[src/rtl/udp_tx_arbiter.sv]
// Packet-level round-robin arbiter sharing one UDP transmit port
// between two senders, with watchdog abort and inter-packet gap.
module udp_tx_arbiter #(
  parameter int GAP_CYCLES = 16,
  parameter int TIMEOUT    = 4095
) (
  input  logic        clk,
  input  logic        rst_n,
  input  logic        udp_tx_ready,
  input  logic        app_tx_ack,
  output logic        app_tx_data_request,
  output logic        app_tx_data_valid,
  output logic [7:0]  app_tx_data,
  output logic [15:0] udp_data_length,
  output logic        m0_tx_ready,
  output logic        m0_tx_ack,
  input  logic        m0_data_request,
  input  logic        m0_data_valid,
  input  logic [7:0]  m0_data,
  input  logic [15:0] m0_data_length,
  output logic        m1_tx_ready,
  output logic        m1_tx_ack,
  input  logic        m1_data_request,
  input  logic        m1_data_valid,
  input  logic [7:0]  m1_data,
  input  logic [15:0] m1_data_length,
  output logic [1:0]  grant,
  output logic        pkt_done,
  output logic        timeout_err
);

  typedef enum logic [1:0] {
    IDLE,
    REQ,
    DATA,
    GAP
  } state_t;

  state_t      state;
  logic        last;
  logic [15:0] len;
  logic [15:0] cnt;
  logic [15:0] wd;
  logic [7:0]  gap_cnt;

  logic        sel_req;
  logic        sel_valid;
  logic [7:0]  sel_data;
  logic        pick;

  always_comb begin
    sel_req   = m0_data_request;
    sel_valid = m0_data_valid;
    sel_data  = m0_data;
    if (grant[1]) begin
      sel_req   = m1_data_request;
      sel_valid = m1_data_valid;
      sel_data  = m1_data;
    end
  end

  // On contention the requester not served last wins.
  assign pick = (m0_data_request && m1_data_request)
              ? ~last : m1_data_request;

  assign udp_data_length     = len;
  assign app_tx_data_request = (state == REQ) && sel_req;
  assign app_tx_data_valid   = (state == DATA) && sel_valid;
  assign app_tx_data         = (state == DATA) ? sel_data : 8'h00;

  assign m0_tx_ready = udp_tx_ready &&
    ((state == IDLE) || ((state == REQ) && grant[0]));
  assign m1_tx_ready = udp_tx_ready &&
    ((state == IDLE) || ((state == REQ) && grant[1]));
  assign m0_tx_ack = app_tx_ack && (state == REQ) && grant[0];
  assign m1_tx_ack = app_tx_ack && (state == REQ) && grant[1];

  always_ff @(posedge clk or negedge rst_n) begin
    if (!rst_n) begin
      state       <= IDLE;
      grant       <= 2'b00;
      last        <= 1'b1;
      len         <= 16'd0;
      cnt         <= 16'd0;
      wd          <= 16'd0;
      gap_cnt     <= 8'd0;
      pkt_done    <= 1'b0;
      timeout_err <= 1'b0;
    end else begin
      pkt_done    <= 1'b0;
      timeout_err <= 1'b0;
      unique case (state)
        IDLE: begin
          if (udp_tx_ready &&
              (m0_data_request || m1_data_request)) begin
            grant <= pick ? 2'b10 : 2'b01;
            len   <= pick ? m1_data_length : m0_data_length;
            cnt   <= 16'd0;
            state <= REQ;
          end
        end
        REQ: begin
          if (app_tx_ack) begin
            wd <= 16'd0;
            if (len == 16'd0) begin
              pkt_done <= 1'b1;
              last     <= grant[1];
              gap_cnt  <= 8'd0;
              state    <= GAP;
            end else begin
              state <= DATA;
            end
          end else if (!sel_req) begin
            grant <= 2'b00;
            state <= IDLE;
          end
        end
        DATA: begin
          if (sel_valid) begin
            cnt <= cnt + 16'd1;
            wd  <= 16'd0;
            if (cnt == len - 16'd1) begin
              pkt_done <= 1'b1;
              last     <= grant[1];
              gap_cnt  <= 8'd0;
              state    <= GAP;
            end
          end else if (wd == 16'(TIMEOUT - 1)) begin
            timeout_err <= 1'b1;
            last        <= grant[1];
            gap_cnt     <= 8'd0;
            state       <= GAP;
          end else begin
            wd <= wd + 16'd1;
          end
        end
        GAP: begin
          if (gap_cnt == 8'(GAP_CYCLES - 1)) begin
            grant <= 2'b00;
            state <= IDLE;
          end else begin
            gap_cnt <= gap_cnt + 8'd1;
          end
        end
        default: state <= IDLE;
      endcase
    end
  end

endmodule

[config.mk]
export PLATFORM = sky130hd
export DESIGN_NAME = udp_tx_arbiter
export DESIGN_NICKNAME = d
export VERILOG_FILES = /design/src/rtl/udp_tx_arbiter.sv
export SDC_FILE = /design/constraint.sdc
export NUM_CORES = 1
export LEC_CHECK = 0
export CORE_AREA = 2 2 106 108
export DETAILED_ROUTE_END_ITERATION = 12
export DIE_AREA = 0 0 108 110
export HOLD_SLACK_MARGIN = 0.12
export SLEW_MARGIN = 5
export SYNTH_ARGS = -nofsm -noshare
export SYNTH_HDL_FRONTEND = slang
export SYNTH_SLANG_ARGS = --single-unit
[constraint.sdc]
create_clock -name clk -period 3.46 [get_ports clk]
set_clock_uncertainty 0.1 [all_clocks]
set_input_delay 1.038 -clock clk [delete_from_list [all_inputs] [get_ports clk]]
set_output_delay 1.038 -clock clk [all_outputs]
set_load 0.01 [all_outputs]
* Yosys cells after proc, flatten, opt, wreduce, memory -nomap -nowiden *
Cells that the tools add are included.

storage, ports and cells
  output and inout port bits = 34
  flip-flop bits (word level) = 63
  logic and storage cells = 106
  input bits = 56

cells by class
  bitwise logic cells = 1
  reductions and logical operators = 27
  muxes and demuxes = 47
  add/subtract/negate cells = 4
  eq/ne operators = 18

operators with widths
  kind                     count
  $mux W16                 6
  $mux W8                  8
  $pmux W16 S2             2
  $add A16 B1 Y16 const B  2
  $pmux W8 S3              1
  $mux W2                  10
  $eq A16 B12 Y1 const B   1
  $eq A16 B16 Y1           1
  $logic_not A16 Y1        1
  $mux W1                  16
  $sub A16 B1 Y16 const B  1
  $reduce_and A5 Y1        3
  $ne A2 B2 Y1 const B     6
  $logic_and A1 B1 Y1      11
  $add A8 B1 Y8 const B    1
  $eq A8 B4 Y1 const B     1
  $pmux W2 S4              1
  $ne A3 B2 Y1 const B     2
  $ne A3 B3 Y1 const B     2
  $pmux W2 S3              1
  $reduce_and A3 Y1        2
  $reduce_and A6 Y1        1
  $reduce_bool A3 Y1       2
  $eq A2 B2 Y1 const B     2
  8 further kinds          13

* Longest topological paths before layout *
Gate-level depths: netlist of run 1.

  word-level depth = 5
  gate-level depth with buffers = 12
  gate-level depth less buffers = 10

* Worst setup path before layout of run 1 *
Ideal clock, no wire load.

  path type = register to register
  start point = reg len[2] (netlist: udp_data_length[2])
  end point = reg (tool-made name)
  data required time = 3.235 ns
  data arrival time = 2.650 ns
  stages on the path, launching flop included = 12
  period minus slack after synthesis = 2.876 ns
  library setup time = 0.125 ns
  slack = 0.584 ns
  buffers on the path = 3
  path through = dfrtp_1 > clkbuf_1 > or4b_1 > clkbuf_1 > nor3_1 > xnor2_1 > o211ai_1 > nor4b_2 > a21o_2 > buf_6 > nand3_2 > mux2_4

RTL lines
  element                 RTL line  source
  start, declared         41        logic [15:0] len;
  start signal, assigned  97        len <= pick ? m1_data_length : m0_data_length;

* Final worst setup path of run 1 *
  start point = in m0_data[2]
  end point = out app_tx_data[2]

on the way
  longest elaborated chain between the ends = 2

ends and longest elaborated chain
  element          RTL line  source
  start, declared  19        input logic [7:0] m0_data,
  $mux W8          55        if (grant[1]) begin
  $mux W8          69        assign app_tx_data = (state == DATA) ? sel_data : 8'h00;
  end, declared    13        output logic [7:0] app_tx_data,

Every way passes these cells.

==> results of run 1 <==
timing repair:
| item | 4_1_cts | 5_1_grt |
|---|---|---|
| gates resized for setup | 5 | 0 |
| buffers inserted | 1 | 0 |
| setup endpoints to repair | 2 | 0 |
where the power goes:
part | internal (mW) | switching [mW]
logic | 0.904 | 1.00
clock network | 0.367 | 0.281
registers | 0.871 | 0.163
total | 2.14 | 1.45
synth_stat cells, drive strengths merged (5+ instances only):
| master | n |
|---|---|
| dfrtp | 62 |
| nand2 | 47 |
| nor2 | 44 |
| xor2 | 30 |
| mux2i | 29 |
| o21ai | 27 |
| inv | 19 |
| nand3 | 19 |
| clkbuf | 15 |
| xnor2 | 14 |
| nor2b | 12 |
| ha | 10 |
| a21oi | 9 |
| nor3 | 9 |
| and3 | 8 |
| o211ai | 8 |
| and2 | 7 |
| nand4 | 7 |
| or2 | 6 |
| or3 | 6 |
| buf | 5 |
| nand2b | 5 |
| o41ai | 5 |
layer usage:
metal	track usage, %	vias up	routed length, um	share of wire, %
met3	4.350	12	423	4.0
met5	0	-	0	0
met1	23.76	1710	4794	45
met4	5.678	0	134	1.3
li1	-	1842	-	-
met2	33.60	73	5284	50
path summary, 6_finish.rpt:
path / cells after the start / slack, ns / startpoint / end
hold reg to reg: 2 / 0.43 / grant[0] / grant[0]
setup reg to reg: 8 / 0.33 / udp_data_length[5] / gap_cnt[5]
setup / recovery: 4 / 0.08 / m0_data[2] / app_tx_data[2]
hold / removal: 2 / 0.43 / grant[0] / grant[0]
max in group asynchronous: 2 / 1.97 / rst_n / last
min in group asynchronous: 1 / 0.59 / rst_n / udp_data_length[14]
worst max-delay path: cells and delay by family:
family                 cells  cell delay, ns
buffers and inverters      2            1.03
muxes                      1            0.06
and+or+nand+nor            1            0.11
state kept, by name (all words and copies together), names as in the netlist, named ones only:
name	count
udp_data_length	16
last	1
timeout_err	1
grant	2
gap_cnt	8
state	1
pkt_done	1
cnt	16
wd	16
per-stage QoR:
stage / cells / utilization (%) / setup TNS (ns)
3_5_place_dp: 699 / 50.58 / -0.3324
3_3_place_gp: 699 / 50.58 / -0.3202
5_1_grt: 715 / 52.58 / 0
4_1_cts: 715 / 52.58 / 0
6_report: 715 / 52.58 / 0
2_1_floorplan: 457 / - / 0
final cells by class:
class / count / area (um2)
multi-input combinational: 355 / 2452
sequential: 63 / 1578
tap: 140 / 175.2
clock buffer: 12 / 155.1
timing repair buffer: 123 / 1151
inverter: 19 / 71.32
clock inverter: 3 / 42.54
fill: 1001 / 5072
logic make-up after synthesis:
kind of cell,Yosys count,share of synthesized area (%)
compound gates,79,13.56
xor+xnor,44,9.241
fa+ha+maj,10,3.000
buf+inv,39,3.720
flops,63,37.83
mux,32,7.951
simple gates,190,24.69
==> flow_metrics.env, run 1 <==
export IMPL_grt_first_pass_wirelength_um=17680
export IMPL_cts_sinks=63
export IMPL_synthFlopType="dfrtp_1"
export IMPL_synth_edff_count=0
export IMPL_outcome="completed"
export IMPL_p_leak_nw=2.445
export IMPL_layout_nets=637
export IMPL_ant_nets=0
export IMPL_synth_seq_area_share_pct=37.83
export IMPL_p_per_area_mw_per_mm2=637.8
export IMPL_tightest_slew_ns=0.9474
export IMPL_cts_path_max_buffers=2
export IMPL_finalPower_mw=3.588
export IMPL_area_growth_pct=34.89
export IMPL_die_h_um=110
export IMPL_cts_tree="yes"
export IMPL_ys_ff_latch=63
export IMPL_grt_usage_pct=19.21
export IMPL_synthesis_instances=457
export IMPL_fp_dieW_um=108
export IMPL_viasPerCell=5.087
export IMPL_cp_arrival_ns=2.24
export IMPL_timing_slew_headroom_pct=36.61
export IMPL_layout_common_cells="86 x clkdlybuf4s50_1, 62 x dfrtp_1, 46 x nand2_1, 43 x nor2_1, 33 x buf_4"
export IMPL_grt_antenna_before_repair=0
export IMPL_end_kind="output pin"
export IMPL_setup_violations=0
export IMPL_ys_types=69
export IMPL_coreArea_mm2=0.01070
export IMPL_floorplan_initialDensity_pct=38.98
export IMPL_routed_wirelength_um=10640
export IMPL_vdd_drop_max_mv=0.2605
export IMPL_place_ws_ns=-0.1793
export IMPL_start_kind="input port"
export IMPL_final_cell_area_mm2=0.005625
export IMPL_first_pass_iters=4
export IMPL_maxCapViolCount=0
export IMPL_worstPathRequired_ns=2.32
export IMPL_slowest_delay_ns=0.56
export IMPL_yosys_warnings=0
export IMPL_gp_congestion=0.8557
export IMPL_std_cell_rows=38
export IMPL_rsz0062_at_grt="false"
export IMPL_vias=3637
export IMPL_hold_buffers=0
export IMPL_syn_area_mm2=0.004170
export IMPL_io_pins=90
export IMPL_maxSlewViolCount=0
export IMPL_cts_clk_slew_worst_paths_ns=0.07
export IMPL_drive_above_1_share_pct=13.74
export IMPL_syn_nets=523
export IMPL_grt_pass1_vias=3667
export IMPL_cpMostUsedCell="clkdlybuf4s50_1"
export IMPL_syn_avg_cell_area_um2=9.125
export IMPL_slowest_stage="clkdlybuf4s50_1"
export IMPL_drt_iter0_drc=137
export IMPL_worst_slack_ns=0.08185
export IMPL_hpwl_um=8256
export IMPL_root_buffer="clkbuf_8"
export IMPL_grt_max_degree=40
export IMPL_synth_largest_area_cell="dfrtp_1"
export IMPL_fmax_ghz=0.2960
export IMPL_holdWs_ns=0.4263
export IMPL_synth_area_leaders="dfrtp_1 37%, mux2i_1 7.0%, xor2_1 6.3%, nand2_1 4.1%, nor2_1 3.9%"
export IMPL_synth_top_area_share_pct=37.20
export IMPL_hold_class="reg -> reg"
export IMPL_crit_chain="clkdlybuf4s50_1 > mux2i_1 > nor2b_1 > clkdlybuf4s50_1"
export IMPL_antennaDiodeCount=0
export IMPL_portBuffers=89
export IMPL_clk_latency_ns=0.34
export IMPL_post_drt_wl_per_cell_um=14.88
export IMPL_drcViolationCount=0
export IMPL_async_reset_ff_share_pct=100.0
export IMPL_cts_htree_levels=3
export IMPL_min_period_ns=3.378
export IMPL_die_area_mm2=0.01188
export IMPL_crit_path_max_fanout=1
export IMPL_layout_worst_path_cycle_share_pct=97.63
export IMPL_cts_buffers=9
export IMPL_final_common_cell="clkdlybuf4s50_1"
export IMPL_hold_viol=0
export IMPL_globalRouteOverflowTotal=0
export IMPL_placed_cell_area_mm2=0.005411
export IMPL_worst_setup_path_type="in -> out"
No activity file was read; power rests on OpenSTA's default activity.
==> run 2: changes to the inputs <==
CORE_AREA = 2 2 93 95   (was 2 2 106 108)
DIE_AREA = 0 0 95 97   (was 0 0 108 110)
PLACE_DENSITY = 0.8   (was not set)
REMOVE_ABC_BUFFERS = 1   (was not set)
TNS_END_PERCENT = 5   (was not set)
==> run 2 against run 1 <==
- critical path depth did not move
- power rose by 0.78%
- via count increased by 3.4%
- combinational power is 5% lower
- utilization is 16 points higher
- clock power rose by 13%
- cell area decreased by 1.3%
- count of clock-buffer cells in the layout shrank 3
- flip-flop and latch count stayed put
- register-to-register slack lost 0.14 ns
- first-iteration DRC count up 25%
- hold slack worse by 0.0083 ns
- critical path type unchanged
- critical endpoint is now app_tx_data[4]
- largest power group unchanged
==> flow_metrics.env, run 2 (synthesized netlist as in run 1, its figures left out) <==
export IMPL_rsz0062_at_grt="false"
export IMPL_grt_usage_pct=24.86
export IMPL_cts_tree="yes"
export IMPL_min_period_ns=3.380
export IMPL_fp_dieW_um=95
export IMPL_cts_clk_slew_worst_paths_ns=0.07
export IMPL_intPower_mw=2.140
export IMPL_start_kind="input port"
export IMPL_grt_antenna_before_repair=0
export IMPL_root_buffer="clkbuf_8"
export IMPL_final_common_cell="clkdlybuf4s50_1"
export IMPL_layout_nets=627
export IMPL_portBuffers=89
export IMPL_clk_latency_ns=0.35
export IMPL_post_cts_buffers=0
export IMPL_maxSlewViolCount=0
export IMPL_setup_violations=0
export IMPL_antennaDiodeCount=0
export IMPL_filler_cell_count=618
export IMPL_cts_htree_levels=3
export IMPL_fin_cells=671
export IMPL_drcViolationCount=0
export IMPL_die_area_mm2=0.009215
export IMPL_p_sw_mw=1.476
export IMPL_cts_path_max_buffers=2
export IMPL_pwr_share_seq_pct=29.6
export IMPL_drive_above_1_share_pct=12.54
export IMPL_crit_path_max_fanout=1
export IMPL_p_clk_share_pct=20.2
export IMPL_swShare_pct=40.81
export IMPL_ant_nets=0
export IMPL_tightest_slew_ns=0.7379
export IMPL_combinationalPowerShare_pct=50.2
export IMPL_timing_slew_headroom_pct=50.81
export IMPL_p_per_area_mw_per_mm2=651.3
export IMPL_globalRouteOverflowTotal=0
export IMPL_floorplan_initialDensity_pct=51.27
export IMPL_routed_wirelength_um=10430
export IMPL_drt_iter0_drc=171
export IMPL_place_ws_ns=-0.2080
export IMPL_gp_congestion=0.8518
export IMPL_hold_viol=0
export IMPL_whs_path_depth=1
export IMPL_viasPerCell=5.604
export IMPL_grt_max_degree=34
export IMPL_end_kind="output pin"
export IMPL_post_drt_wl_per_cell_um=15.54
export IMPL_holdWs_ns=0.4180
export IMPL_cts_buffers=9
export IMPL_vias=3760
export IMPL_first_pass_iters=4
export IMPL_hold_class="reg -> reg"
export IMPL_maxCapViolCount=0
export IMPL_reg2reg_depth=8
export IMPL_outcome="completed"
export IMPL_finalPower_mw=3.616
export IMPL_cts_sinks=63
export IMPL_layout_common_cells="85 x clkdlybuf4s50_1, 62 x dfrtp_1, 46 x nand2_1, 43 x nor2_1, 30 x xor2_1"
export IMPL_std_cell_rows=33
export IMPL_coreArea_mm2=0.008134
export IMPL_vdd_drop_max_mv=0.2776
export IMPL_io_pins=90
export IMPL_finalSetupTns_ns=0
export IMPL_fmax_ghz=0.2959
export IMPL_fin_util_pct=68.25
export IMPL_layout_worst_path_cycle_share_pct=97.69
export IMPL_placed_cell_area_mm2=0.005313
export IMPL_grt_first_pass_wirelength_um=18230
export IMPL_p_leak_nw=2.444
export IMPL_hpwl_um=7933
export IMPL_cp_arrival_ns=2.24
export IMPL_dp_cells=655
export IMPL_grt_pass1_vias=3854
export IMPL_area_growth_pct=33.12
export IMPL_die_h_um=97
export IMPL_worstPathRequired_ns=2.32
export IMPL_final_cell_area_mm2=0.005552
export IMPL_worst_setup_path_type="in -> out"
export IMPL_worst_slack_ns=0.07991
run 2: layout make-up:
cell class / count / area, um2 / area share, %
Clock buffer: 9 / 123.9 / 2.231
Clock inverter: 7 / 100.1 / 1.803
Inverter: 19 / 71.32 / 1.285
Multi-Input combinational cell: 355 / 2452 / 44.17
Tap cell: 105 / 131.4 / 2.366
Timing Repair Buffer: 113 / 1095 / 19.72
Sequential cell: 63 / 1578 / 28.42
run 2: layer usage:
metal / up-vias / global-route usage [%] / part of all wire [%]
li1: 1831 / - / -
met1: 1821 / 30.64 / 41
met2: 88 / 43.10 / 52
met3: 20 / 4.517 / 4.6
met4: 0 / 8.584 / 2.0
met5: - / 0 / 0
run 2: power groups by stage:
stage	Sequential, mW	Combinational [mW]	Clock [mW]
after detailed placement	1.08	1.80	0
after floorplan	1.10	1.02	0
after global routing	1.09	2.01	0.774
after CTS	1.07	1.82	0.743
final	1.07	1.81	0.732
after global placement	1.07	1.74	0
run 2: repair_timing:
action,4_1_cts,5_1_grt
setup endpoints to repair,1,2
cloned,0,0
gates resized for setup,4,2
hold buffers,0,0
run 2: worst max-delay path: stages:
cell and delay, ns:
clkdlybuf4s50_1 0.46, mux2i_1 0.07, nor2b_1 0.12, clkdlybuf4s50_1 0.55
run 2: path summary, 6_finish.rpt:
check,slack (ns),startpoint,endpoint
max in group asynchronous,1.98,rst_n,timeout_err
min in group asynchronous,0.64,rst_n,udp_data_length[13]
hold reg to reg,0.42,gap_cnt[7],gap_cnt[7]
setup reg to reg,0.19,udp_data_length[7],gap_cnt[3]
setup / recovery,0.08,m1_data[4],app_tx_data[4]
hold / removal,0.42,gap_cnt[7],gap_cnt[7]
